===== src/rtl/ssid_write_scheduler.sv =====
`default_nettype none
// ============================================================================
// Module   : ssid_write_scheduler
// Purpose  : Round-robin SSID arbiter feeding registered writes to HNM, with
//            an event state machine (IDLE/RUN/DRAIN/DONE) and write counter.
// Revision : 1.0
// ============================================================================
module ssid_write_scheduler #(
  parameter int SSIDBITS  = 16,
  parameter int NREQ      = 4,
  parameter int COUNTBITS = 16
) (
  input  logic                     clk,
  input  logic                     reset,
  input  logic [NREQ-1:0]          req_valid,
  input  logic [NREQ*SSIDBITS-1:0] req_SSID,
  output logic [NREQ-1:0]          req_ready,
  input  logic                     start,
  input  logic                     endEvent,
  input  logic                     HNM_writeReady,
  input  logic                     HCM_writeReady,
  input  logic                     HIM_writeReady,
  input  logic                     HNM_busy,
  input  logic                     HCM_busy,
  input  logic                     HIM_busy,
  output logic                     HNM_write,
  output logic [SSIDBITS-1:0]      HNM_SSID_toWrite,
  output logic [1:0]               grantIndex,
  output logic [COUNTBITS-1:0]     nWritten,
  output logic                     eventDone,
  output logic [1:0]               state
);

  typedef enum logic [1:0] {
    S_IDLE  = 2'd0,
    S_RUN   = 2'd1,
    S_DRAIN = 2'd2,
    S_DONE  = 2'd3
  } state_t;

  localparam logic [2:0] c_DRAIN_LAST = 3'd3;

  state_t                r_state;
  state_t                w_stateNext;
  logic [2:0]            r_drainCnt;
  logic [2:0]            w_drainCntNext;
  logic                  r_hnmWrite;
  logic [SSIDBITS-1:0]   r_ssid;
  logic [1:0]            r_grantIndex;
  logic [COUNTBITS-1:0]  r_nWritten;

  logic                  w_downOk;
  logic                  w_found;
  logic [1:0]            w_sel;
  logic [1:0]            w_cand;
  logic [NREQ-1:0]       w_ready;
  logic                  w_drainIdle;

  // Round-robin search starting just after the last granted requester.
  always_comb begin
    w_downOk = HNM_writeReady & HCM_writeReady & HIM_writeReady;
    w_found  = 1'b0;
    w_sel    = r_grantIndex;
    w_cand   = r_grantIndex;
    w_ready  = '0;
    if (r_state == S_RUN && w_downOk) begin
      for (int k = 1; k <= 4; k++) begin
        w_cand = r_grantIndex + 2'(k);
        if (!w_found && req_valid[w_cand]) begin
          w_found = 1'b1;
          w_sel   = w_cand;
        end
      end
    end
    if (w_found) begin
      w_ready = {{(NREQ-1){1'b0}}, 1'b1} << w_sel;
    end
  end

  always_comb begin
    w_stateNext    = r_state;
    w_drainCntNext = '0;
    w_drainIdle    = !r_hnmWrite && !HNM_busy && !HCM_busy && !HIM_busy;
    case (r_state)
      S_IDLE:  if (start) w_stateNext = S_RUN;
      S_RUN:   if (endEvent) w_stateNext = S_DRAIN;
      S_DRAIN: begin
        if (w_drainIdle) begin
          w_drainCntNext = r_drainCnt + 3'd1;
          if (r_drainCnt == c_DRAIN_LAST) w_stateNext = S_DONE;
        end
      end
      S_DONE:  w_stateNext = S_IDLE;
      default: w_stateNext = S_IDLE;
    endcase
  end

  always_ff @(posedge clk or negedge reset) begin
    if (!reset) begin
      r_state      <= S_IDLE;
      r_drainCnt   <= '0;
      r_hnmWrite   <= 1'b0;
      r_ssid       <= '0;
      r_grantIndex <= 2'd3;
      r_nWritten   <= '0;
    end else begin
      r_state    <= w_stateNext;
      r_drainCnt <= w_drainCntNext;
      r_hnmWrite <= w_found;
      if (w_found) begin
        r_ssid       <= req_SSID[w_sel*SSIDBITS +: SSIDBITS];
        r_grantIndex <= w_sel;
      end
      // Start clears the count; otherwise count strobes, saturating at all-ones.
      if (r_state == S_IDLE && start) begin
        r_nWritten <= '0;
      end else if (r_hnmWrite && (r_nWritten != '1)) begin
        r_nWritten <= r_nWritten + 1'b1;
      end
    end
  end

  assign req_ready        = w_ready;
  assign HNM_write        = r_hnmWrite;
  assign HNM_SSID_toWrite = r_ssid;
  assign grantIndex       = r_grantIndex;
  assign nWritten         = r_nWritten;
  assign eventDone        = (r_state == S_DONE);
  assign state            = r_state;

endmodule
`default_nettype wire


===== config.mk =====
export PLATFORM = sky130hd
export DESIGN_NAME = ssid_write_scheduler
export DESIGN_NICKNAME = d
export VERILOG_FILES = /design/src/rtl/ssid_write_scheduler.sv
export SDC_FILE = /design/constraint.sdc
export NUM_CORES = 1
export LEC_CHECK = 0
export ABC_CLOCK_PERIOD_IN_PS = 4600
export CAP_MARGIN = 20
export CORE_MARGIN = 2
export CORE_UTILIZATION = 40
export CTS_BUF_LIST = sky130_fd_sc_hd__clkbuf_16
export CTS_CLUSTER_SIZE = 10
export DETAILED_ROUTE_END_ITERATION = 8
export GPL_ROUTABILITY_DRIVEN = 0
export GPL_TIMING_DRIVEN = 0
export PLACE_DENSITY = 0.89
export SETUP_SLACK_MARGIN = 0.02
export SKIP_CTS_REPAIR_TIMING = 1
export SLEW_MARGIN = 25
export SYNTH_ARGS = -nofsm -noshare
export SYNTH_HDL_FRONTEND = slang
export SYNTH_SLANG_ARGS = --single-unit

===== constraint.sdc =====
create_clock -name clk -period 4.6 [get_ports clk]
set_input_delay 1.38 -clock clk [delete_from_list [all_inputs] [get_ports clk]]
set_output_delay 1.38 -clock clk [all_outputs]
set_load 0.01 [all_outputs]

After elaboration in Yosys (flattened, before gate mapping)
Index checks and enable logic that the tools add are counted.
W data, S select, Z words.
- $add $sub $neg: 5
- order comparisons: 4
- equality and inequality tests: 9
- shift-type cells: 2
- muxes and demuxes: 31
- bitwise operators: 2
- reductions and logical operators: 19
- operators by type and width (kind ; number):
    $shiftx A64 B7 Y16 ; 1
    $mux W16 ; 2
    $mux W2 ; 9
    $add A16 B1 Y16 const B ; 1
    $ne A16 B16 Y1 const B ; 1
    $lt A2 B3 Y1 const B ; 4
    $mux W1 ; 12
    $logic_and A1 B1 Y1 ; 9
    $bmux W1 S2 ; 4
    $ne A2 B2 Y1 const B ; 4
    $pmux W2 S4 ; 1
    $logic_not A1 Y1 ; 7
    $mux W3 ; 2
    $add A2 B2 Y2 const B ; 2
    $eq A2 B2 Y1 const B ; 2
    $mux W4 ; 1
    $reduce_and A4 Y1 ; 1
    $shl A1 B2 Y4 const A ; 1
    $add A3 B1 Y3 const B ; 1
    $eq A3 B2 Y1 const B ; 1
    $add A2 B1 Y2 const B ; 1
    $and A1 B1 Y1 ; 2
    $eq A2 B1 Y1 const B ; 1
    $logic_not A2 Y1 ; 1
    $reduce_bool A2 Y1 ; 1
- bits in registers: 40
- input bits: 78
- output and inout port bits: 42

Longest topological paths before layout
Gate-level depths: netlist (run 1).
- word-level depth: 19
- mapped depth: 10
- gate-level depth less buffers: 8

Worst setup path before layout (run 1)
Ideal clock, no wire load.
- path kind: input -> output
- start point: input port HIM_writeReady
- end point: output port req_ready[0]
- arrival: 2.677 ns
- data required time: 3.220 ns
- slack: 0.543 ns
- cell stages on the path: 8
- buffers on the path: 2
- cell sequence: and4_1 -> o221ai_1 -> or2_1 -> buf_6 -> buf_6 -> nand2_1 -> inv_1 -> nor3_1
- cells in the longest elaborated chain, start to end: 5
- elaborated cells on any way between the ends: 6
- classes of those cells: 1 x shift; 3 x mux; 1 x bitwise; 1 x reduce/logical
- RTL lines (item ; RTL line ; RTL):
    from (decl) ; 22 ; input logic HIM_writeReady,
    $and A1 B1 Y1 (*) ; 61 ; w_downOk = HNM_writeReady & HCM_writeReady & HIM_writeReady;
    $logic_and A1 B1 Y1 (*) ; 66 ; if (r_state == S_RUN && w_downOk) begin
    $mux W2 ; 66 ;
    $shl A1 B2 Y4 ; 76 ; w_ready = {{(NREQ-1){1'b0}}, 1'b1} << w_sel;
    $mux W4 (*) ; 75 ; if (w_found) begin
    to (decl) ; 17 ; output logic [NREQ-1:0] req_ready,
Mark *: on every way between the ends. The rest lies on a longest branch, timed or not.

Worst setup path in the final report (run 1)
- start point: input port HIM_writeReady
- end point: output port req_ready[1]
The elaborated chain is that of the path after synthesis.

==> flow_metrics.py, run 1 <==
metrics = {
    "outcome": {
        "outcome": "completed",
    },
    "grt": {
        "grt_antenna_before_repair": 0,
        "grt_pass1_vias": 2765,
        "grt_usage": 0.223,
        "grt_max_degree": 29,
        "grt_pass1_wl_um": 12800,
        "grt-ovfl-total": 0,
    },
    "cells_and_area": {
        "nets": 492,
        "final_common_cell": "clkdlybuf4s50_1",
        "multi_input_area_um2": 1470,
        "ff_latch_area_um2": 1000,
        "final_cell_mix": "110 x clkdlybuf4s50_1, 38 x dfrtp_1, 33 x nor2b_1",
        "diodes": 0,
        "drive_above_1_share": 0.101,
        "final_cells": 484,
        "syn2layout_area_growth_pct": 61.8,
        "fillerInstances": 533,
    },
    "routing": {
        "viasPerCell": 5.65,
        "routed_wl_um": 7890,
        "drt_iter0_drc": 86,
        "drc": 0,
        "wl_per_cell_um": 16.3,
        "num_vias": 2737,
        "antenna_left": 0,
        "dr.pass1.iters": 4,
    },
    "hold_path": {
        "holdCritPathClass": "flip-flop to flip-flop",
    },
    "logic_synthesis": {
        "syn_nets": 359,
        "syn_avg_cell_area_um2": 9.33,
        "synth_area_um2": 2550,
        "yosys_warnings": 0,
        "async_reset_ff_frac": 1.00,
        "yosysSeqAreaShare": 0.394,
        "ys_types": 46,
        "ys.flop_type": "dfrtp_1",
        "netlist_instances": 273,
        "synth-seq-cells": 40,
        "synth_edf_count": 0,
    },
    "timing": {
        "finalHoldViolCount": 0,
        "fin_crit_sh": 0.964,
        "slew_violations": 0,
        "tightest_slew_ps": 613,
        "skew_ps": 4.83,
        "rsz0062_at_grt": "false",
        "setup_ws_ps": 167,
        "period_needed_ps": 4430,
        "finalSetupViolations": 0,
        "max_freq_ghz": 0.226,
        "slew_headroom": 0.581,
    },
    "clocking": {
        "cts_buffers": 5,
        "clock_sinks": 40,
        "clkTransAtPathRegs_ps": 60,
        "h-tree-depth": 2,
        "cts_tree": "built",
        "cts.root.buffer_cell": "clkbuf_16",
        "cts_buffer_depth": 2,
        "clock_latency_ps": 280,
    },
    "power": {
        "ir_drop_mv": 0.230,
        "power.density_nw_per_um2": 433,
        "p_leak_nw": 1.78,
    },
    "floorplanning": {
        "initial_core_util": 0.408,
        "fp.coreArea_um2": 6240,
        "die_area_um2": 7020,
        "die_h_um": 83.8,
        "num_rows": 29,
        "io_pins": 120,
        "die_w_um": 83.8,
    },
    "placement": {
        "pre_cts_slack_ps": -676,
        "dp_hpwl_um": 6060,
        "portBuffers": 119,
        "place_inst": 470,
    },
    "setup_path": {
        "critPathArrivalTime_ps": 3050,
        "critical_path_class": "primary input to output port",
        "critical_path.endpoint_type": "output port",
        "cp.required_ps": 3220,
        "path_max_fanout": 10,
        "start_kind": "primary input",
    },
    "flow_run": {
        "maxCapViolCount": 0,
    },
}
## worst paths after layout
kind	startpoint	to	slack, ps	cells after the start
worst min register to register	r_drainCnt[0]	r_drainCnt[0]	450	1
worst max register to register	state[1]	HNM_SSID_toWrite[15]	2130	9
worst min-delay path	r_drainCnt[0]	r_drainCnt[0]	450	1
worst max-delay path	HIM_writeReady	req_ready[1]	170	7
min in group asynchronous	reset	nWritten[4]	990	1
max in group asynchronous	reset	grantIndex[0]	3080	2
## routing by layer
| layer | vias to the layer above | share of wire | track usage |
|---|---|---|---|
| met1 | 1311 | 0.39 | 0.269 |
| met2 | 126 | 0.52 | 0.391 |
| met5 | - | 0 | 0 |
| li1 | 1285 | - | - |
| met3 | 15 | 0.070 | 0.0534 |
| met4 | 0 | 0.017 | 0.0718 |
## cell type report
type / count / share of cell area
Multi-Input combinational cell: 207 / 0.358
Timing Repair Buffer: 127 / 0.309
Sequential cell: 40 / 0.244
Clock buffer: 5 / 0.0304
Buffer: 17 / 0.0246
Tap cell: 77 / 0.0234
Inverter: 8 / 0.00729
Clock inverter: 3 / 0.00456
## cells in the mapped netlist, types with 2 or more instances
master | count | share of area
a2111oi_0 | 16 | 0.055
a21oi_1 | 6 | 0.012
a221oi_1 | 16 | 0.055
and2_1 | 2 | 0.0049
and3_1 | 5 | 0.012
and4_1 | 3 | 0.010
buf_2 | 5 | 0.0098
buf_4 | 4 | 0.012
buf_6 | 2 | 0.0088
clkbuf_1 | 7 | 0.010
dfrtp_1 | 38 | 0.37
dfstp_2 | 2 | 0.021
ha_1 | 8 | 0.039
inv_1 | 8 | 0.012
nand2_1 | 26 | 0.038
nand2b_1 | 3 | 0.0074
nand3_1 | 4 | 0.0079
nand4_1 | 3 | 0.0074
nand4b_1 | 3 | 0.010
nor2_1 | 16 | 0.024
nor2b_1 | 33 | 0.081
nor3_1 | 3 | 0.0059
o211ai_1 | 3 | 0.0088
o21ai_0 | 8 | 0.016
o31ai_1 | 16 | 0.047
or3_1 | 4 | 0.0098
xor2_1 | 10 | 0.034
## metrics by stage
stage	cell area, um^2	TNS, ps	hold WS, ps	power, mW	utilization
6_report	4120	0	448	1.78	0.660
5_1_grt	4120	0	484	1.91	0.660
4_1_cts	3990	-2440	453	1.73	0.640
3_5_place_dp	3850	-2410	446	1.39	0.617
3_3_place_gp	3830	-2130	418	1.37	0.614
2_1_floorplan	2550	0	408	0.989	-
## worst max-delay path, cell delays in order
cell and delay [ps]:
clkdlybuf4s50_1 470, and4_4 260, buf_4 130, o41ai_4 120
clkbuf_1 290, nor3_1 230, dlymetal6s2s_1 180
## flip-flops by register name, indices dropped and copies added (netlist names)
| signal | flops |
|---|---|
| HNM_SSID_toWrite | 16 |
| nWritten | 16 |
| r_drainCnt | 3 |
| grantIndex | 2 |
| state | 2 |
| HNM_write | 1 |
## where the power goes
part	internal, mW	switching [mW]
Combinational	0.462	0.476
Clock	0.200	0.136
Sequential	0.448	0.0601
## cell families (layout without fill, tap and decap cells)
group / after synthesis / count (layout) / synth area share
flops: 40 / 40 / 0.394
xor+xnor: 10 / 10 / 0.0344
fa+ha+maj: 8 / 8 / 0.0393
mux: 2 / 2 / 0.00835
compound gates: 76 / 76 / 0.233
simple gates: 111 / 111 / 0.238
buf+inv: 26 / 160 / 0.0526
(Power assumes the default switching activity.)
==> inputs of run 2 (changes only) <==
--- a/config.mk
+++ b/config.mk
@@ -7,6 +7,7 @@
 export LEC_CHECK = 0
 export ABC_CLOCK_PERIOD_IN_PS = 4600
 export CAP_MARGIN = 20
+export CORE_ASPECT_RATIO = 1.4
 export CORE_MARGIN = 2
 export CORE_UTILIZATION = 40
 export CTS_BUF_LIST = sky130_fd_sc_hd__clkbuf_16
==> flow_metrics.py, run 2 (synthesized netlist as in run 1, its figures left out) <==
metrics = {
    "clocking": {
        "cts.root.buffer_cell": "clkbuf_16",
        "cts_buffer_depth": 2,
        "h-tree-depth": 2,
        "clkTransAtPathRegs_ps": 50,
        "clock_sinks": 40,
        "cts_tree": "built",
        "cts_buffers": 5,
        "clock_latency_ps": 280,
    },
    "power": {
        "p_int_mw": 1.15,
        "p_sw_frac": 0.366,
        "p_clk_frac": 0.213,
        "seqPwrFrac": 0.284,
        "combPwrFrac": 0.504,
        "switching_power_mw": 0.663,
        "ir_drop_mv": 0.219,
        "finalPower_mw": 1.81,
        "power.density_nw_per_um2": 443,
        "p_leak_nw": 1.76,
    },
    "setup_path": {
        "r2r_slack_ps": 2110,
        "critical_path_class": "primary input to output port",
        "reg2reg_depth": 9,
        "path_max_fanout": 10,
        "rr_endpoint": "HNM_SSID_toWrite[10]",
        "start_kind": "primary input",
        "critPathLaunch": "HIM_writeReady",
        "critical_path.endpoint_type": "output port",
        "r2r_start": "state[1]",
        "crit_end": "req_ready[1]",
        "cp.required_ps": 3220,
        "critPathArrivalTime_ps": 3110,
    },
    "timing": {
        "timing.hold.ws_ps": 428,
        "tightest_slew_ps": 537,
        "finalHoldViolCount": 0,
        "slew_headroom": 0.641,
        "slew_violations": 0,
        "setup_ws_ps": 114,
        "max_freq_ghz": 0.223,
        "period_needed_ps": 4490,
        "rsz0062_at_grt": "false",
        "skew_ps": 4.49,
        "fin_crit_sh": 0.975,
        "finalSetupViolations": 0,
    },
    "floorplanning": {
        "die_w_um": 71.4,
        "io_pins": 120,
        "die_h_um": 98.4,
        "die_area_um2": 7030,
        "initial_core_util": 0.413,
        "fp.coreArea_um2": 6170,
        "num_rows": 34,
    },
    "routing": {
        "num_vias": 2707,
        "drt_iter0_drc": 98,
        "viasPerCell": 5.68,
        "drc": 0,
        "routed_wl_um": 7920,
        "wl_per_cell_um": 16.6,
        "antenna_left": 0,
        "dr.pass1.iters": 4,
    },
    "cells_and_area": {
        "syn2layout_area_growth_pct": 60.5,
        "drive_above_1_share": 0.0938,
        "final_area_um2": 4090,
        "nets": 490,
        "final_common_cell": "clkdlybuf4s50_1",
        "fillerInstances": 514,
        "final_cells": 477,
        "final_cell_mix": "110 x clkdlybuf4s50_1, 38 x dfrtp_1, 33 x nor2b_1",
        "diodes": 0,
    },
    "placement": {
        "dp_hpwl_um": 6150,
        "portBuffers": 119,
        "place_area_um2": 3850,
        "place_inst": 465,
        "pre_cts_slack_ps": -653,
    },
    "outcome": {
        "outcome": "completed",
    },
    "grt": {
        "grt_usage": 0.230,
        "grt_antenna_before_repair": 0,
        "grt-ovfl-total": 0,
        "grt_pass1_wl_um": 12900,
        "grt_pass1_vias": 2729,
        "grt_max_degree": 22,
    },
    "flow_run": {
        "maxCapViolCount": 0,
    },
    "hold_path": {
        "holdCritPathClass": "flip-flop to flip-flop",
    },
}
-- run 2: cell types whose count changed in the layout (fill, tap and decap cells not counted), sizes merged --
cell,before,now
dlymetal6s2s,7,6
clkinv,3,2
buf,19,18
bufinv,0,1
-- run 2: metal layers --
layer / wire length (um) / global-route usage / vias to the layer above
met5: 0 / 0 / -
met4: 177 / 0.103 / 0
met3: 625 / 0.0506 / 17
met2: 4080 / 0.400 / 127
met1: 3040 / 0.266 / 1274
li1: - / - / 1289
-- run 2: metrics by stage --
step	TNS, ps	util
after floorplan	0	-
after global placement	-2280	0.620
after detailed placement	-2320	0.624
after CTS	-2380	0.651
after global routing	0	0.662
final	0	0.662
-- run 2: worst max-delay path, cell delays in order --
cell	delay, ps
clkdlybuf4s50_1	470
and4_4	280
o21ai_1	110
o21ai_2	240
buf_6	180
nand2_4	60
nor3_1	170
dlymetal6s2s_1	210
-- run 2: worst min path at each step --
stage                              from            end  slack (ps)  depth (start not counted)
after floorplan           r_drainCnt[0]  r_drainCnt[0]         410                          1
final                     r_drainCnt[0]  r_drainCnt[0]         430                          1
after CTS                 r_drainCnt[0]  r_drainCnt[0]         430                          1
after global placement    r_drainCnt[0]  r_drainCnt[0]         420                          1
after global routing      r_drainCnt[0]  r_drainCnt[0]         460                          1
after detailed placement  r_drainCnt[0]  r_drainCnt[0]         430                          1
-- run 2: power by group through the flow --
stage          sequential (mW)  clock (mW)  combinational, mW
2_1_floorplan            0.548           0              0.441
5_1_grt                  0.525       0.404              0.995
3_3_place_gp             0.513           0              0.852
3_5_place_dp             0.519           0              0.880
4_1_cts                  0.514       0.391              0.881
6_report                 0.513       0.385              0.912
-- run 2: cell type report --
| cell class | instances | area [um^2] | share of cell area |
|---|---|---|---|
| well taps | 72 | 90.1 | 0.0220 |
| inverters | 8 | 30.0 | 0.00735 |
| plain buffers | 17 | 103 | 0.0251 |
| repair buffers | 125 | 1260 | 0.307 |
| multi-input cells | 207 | 1440 | 0.353 |
| clock buffers | 5 | 125 | 0.0306 |
| flip-flops and latches | 40 | 1000 | 0.246 |
| clock inverters | 3 | 37.5 | 0.00919 |
==> inputs of run 3 (changes only) <==
--- a/config.mk
+++ b/config.mk
@@ -7,15 +7,16 @@
 export LEC_CHECK = 0
 export ABC_CLOCK_PERIOD_IN_PS = 4600
 export CAP_MARGIN = 20
+export CELL_PAD_IN_SITES_DETAIL_PLACEMENT = 1
+export CELL_PAD_IN_SITES_GLOBAL_PLACEMENT = 2
 export CORE_ASPECT_RATIO = 1.4
 export CORE_MARGIN = 2
-export CORE_UTILIZATION = 40
+export CORE_UTILIZATION = 25
 export CTS_BUF_LIST = sky130_fd_sc_hd__clkbuf_16
 export CTS_CLUSTER_SIZE = 10
 export DETAILED_ROUTE_END_ITERATION = 8
-export GPL_ROUTABILITY_DRIVEN = 0
 export GPL_TIMING_DRIVEN = 0
-export PLACE_DENSITY = 0.89
+export PLACE_DENSITY = 0.95
 export SETUP_SLACK_MARGIN = 0.02
 export SKIP_CTS_REPAIR_TIMING = 1
 export SLEW_MARGIN = 25
==> flow_metrics.py, run 3 (synthesized netlist as in run 1, its figures left out) <==
metrics = {
    "routing": {
        "num_vias": 2719,
        "wl_per_cell_um": 16.9,
        "viasPerCell": 4.99,
        "routed_wl_um": 9230,
        "drt_iter0_drc": 50,
        "drc": 0,
        "antenna_left": 0,
        "dr.pass1.iters": 5,
    },
    "cells_and_area": {
        "final_area_um2": 4210,
        "diodes": 0,
        "final_cell_mix": "110 x clkdlybuf4s50_1, 38 x dfrtp_1, 33 x nor2b_1",
        "final_common_cell": "clkdlybuf4s50_1",
        "nets": 495,
        "final_cells": 545,
        "drive_above_1_share": 0.107,
        "syn2layout_area_growth_pct": 65.2,
    },
    "placement": {
        "place_area_um2": 3920,
        "place_congestion": 0.801,
        "dp_hpwl_um": 7280,
        "place_inst": 528,
        "portBuffers": 119,
    },
    "hold_path": {
        "worstHoldStart": "r_drainCnt[0]",
        "holdPathEnd": "r_drainCnt[0]",
        "holdCritPathClass": "flip-flop to flip-flop",
        "min_path_cells": 1,
    },
    "setup_path": {
        "path_cells": "clkdlybuf4s50_1 -> and4_4 -> o221ai_4 -> or2_4 -> buf_12 -> nand2_4 -> inv_2 -> nor2_1 -> dlymetal6s2s_1",
        "slowest_delay_ps": 470,
        "crit_cells": 9,
        "cp_slowest_cell": "clkdlybuf4s50_1",
        "r2r_slack_ps": 2100,
        "critical_path_class": "primary input to output port",
        "critical_path.endpoint_type": "output port",
        "start_kind": "primary input",
        "path_max_fanout": 17,
        "critPathLaunch": "HIM_writeReady",
        "critPathBufInv": 4,
        "cp.required_ps": 3220,
        "crit_family": "buffers and inverters",
        "reg2reg_depth": 8,
        "critPathArrivalTime_ps": 3140,
        "r2r_start": "state[1]",
        "rr_endpoint": "HNM_SSID_toWrite[10]",
    },
    "timing": {
        "rsz0062_at_grt": "false",
        "skew_ps": 3.08,
        "max_freq_ghz": 0.221,
        "finalHoldViolCount": 0,
        "period_needed_ps": 4520,
        "timing.hold.ws_ps": 441,
        "finalSetupViolations": 0,
        "tightest_slew_ps": 632,
        "slew_headroom": 0.568,
        "slew_violations": 0,
        "fin_crit_sh": 0.983,
    },
    "floorplanning": {
        "io_pins": 120,
        "die_area_um2": 11000,
        "num_rows": 43,
        "initial_core_util": 0.257,
        "die_h_um": 123,
        "fp.coreArea_um2": 9900,
        "die_w_um": 89.3,
    },
    "power": {
        "power.density_nw_per_um2": 435,
        "finalPower_mw": 1.83,
        "ir_drop_mv": 0.211,
        "p_leak_nw": 1.79,
    },
    "clocking": {
        "h-tree-depth": 2,
        "cts_tree": "built",
        "cts_buffer_depth": 2,
        "cts_buffers": 5,
        "clock_latency_ps": 280,
        "clkTransAtPathRegs_ps": 60,
        "cts.root.buffer_cell": "clkbuf_16",
        "clock_sinks": 40,
    },
    "grt": {
        "grt_pass1_wl_um": 14200,
        "grt-ovfl-total": 0,
        "grt_usage": 0.166,
        "grt_antenna_before_repair": 0,
        "grt_pass1_vias": 2923,
        "grt_max_degree": 25,
    },
    "outcome": {
        "outcome": "completed",
    },
    "flow_run": {
        "maxCapViolCount": 0,
    },
}
run 3: how the worst max path moves through the flow:
stage | to | slack (ps)
after floorplan | req_ready[0] | 540
after global placement | req_ready[1] | -730
after detailed placement | req_ready[1] | -780
after CTS | req_ready[1] | -790
after global routing | req_ready[1] | 20
final | req_ready[2] | 80
run 3: routing by layer:
| layer | GRT usage | up-vias | routed length [um] |
|---|---|---|---|
| li1 | - | 1297 | - |
| met1 | 0.170 | 1315 | 3350 |
| met2 | 0.325 | 95 | 5240 |
| met3 | 0.0314 | 12 | 503 |
| met4 | 0.0560 | 0 | 133 |
| met5 | 0 | - | 0 |
run 3: where the power goes:
group          total [mW]  switching, mW  internal, mW  leakage (nW)
logic               0.986          0.497         0.489          1.18
registers           0.514         0.0661         0.448         0.527
clock network       0.331          0.135         0.195        0.0738
run 3: layout make-up:
cell class / count / area [um^2]
clock buffer: 5 / 125
clock inverter: 3 / 11.3
multi-input combinational: 207 / 1470
fill: 1173 / 5690
sequential: 40 / 1000
inverter: 8 / 30.0
buffer: 17 / 111
tap: 135 / 169
timing repair buffer: 130 / 1290
run 3: metrics by stage:
| step | util | TNS, ps | setup WS (ps) |
|---|---|---|---|
| finish | 0.425 | 0 | 80.3 |
| global route | 0.425 | 0 | 17.8 |
| CTS | 0.410 | -2850 | -787 |
| detailed placement | 0.396 | -2820 | -784 |
| global placement | 0.395 | -2620 | -725 |
| floorplan | - | 0 | 543 |
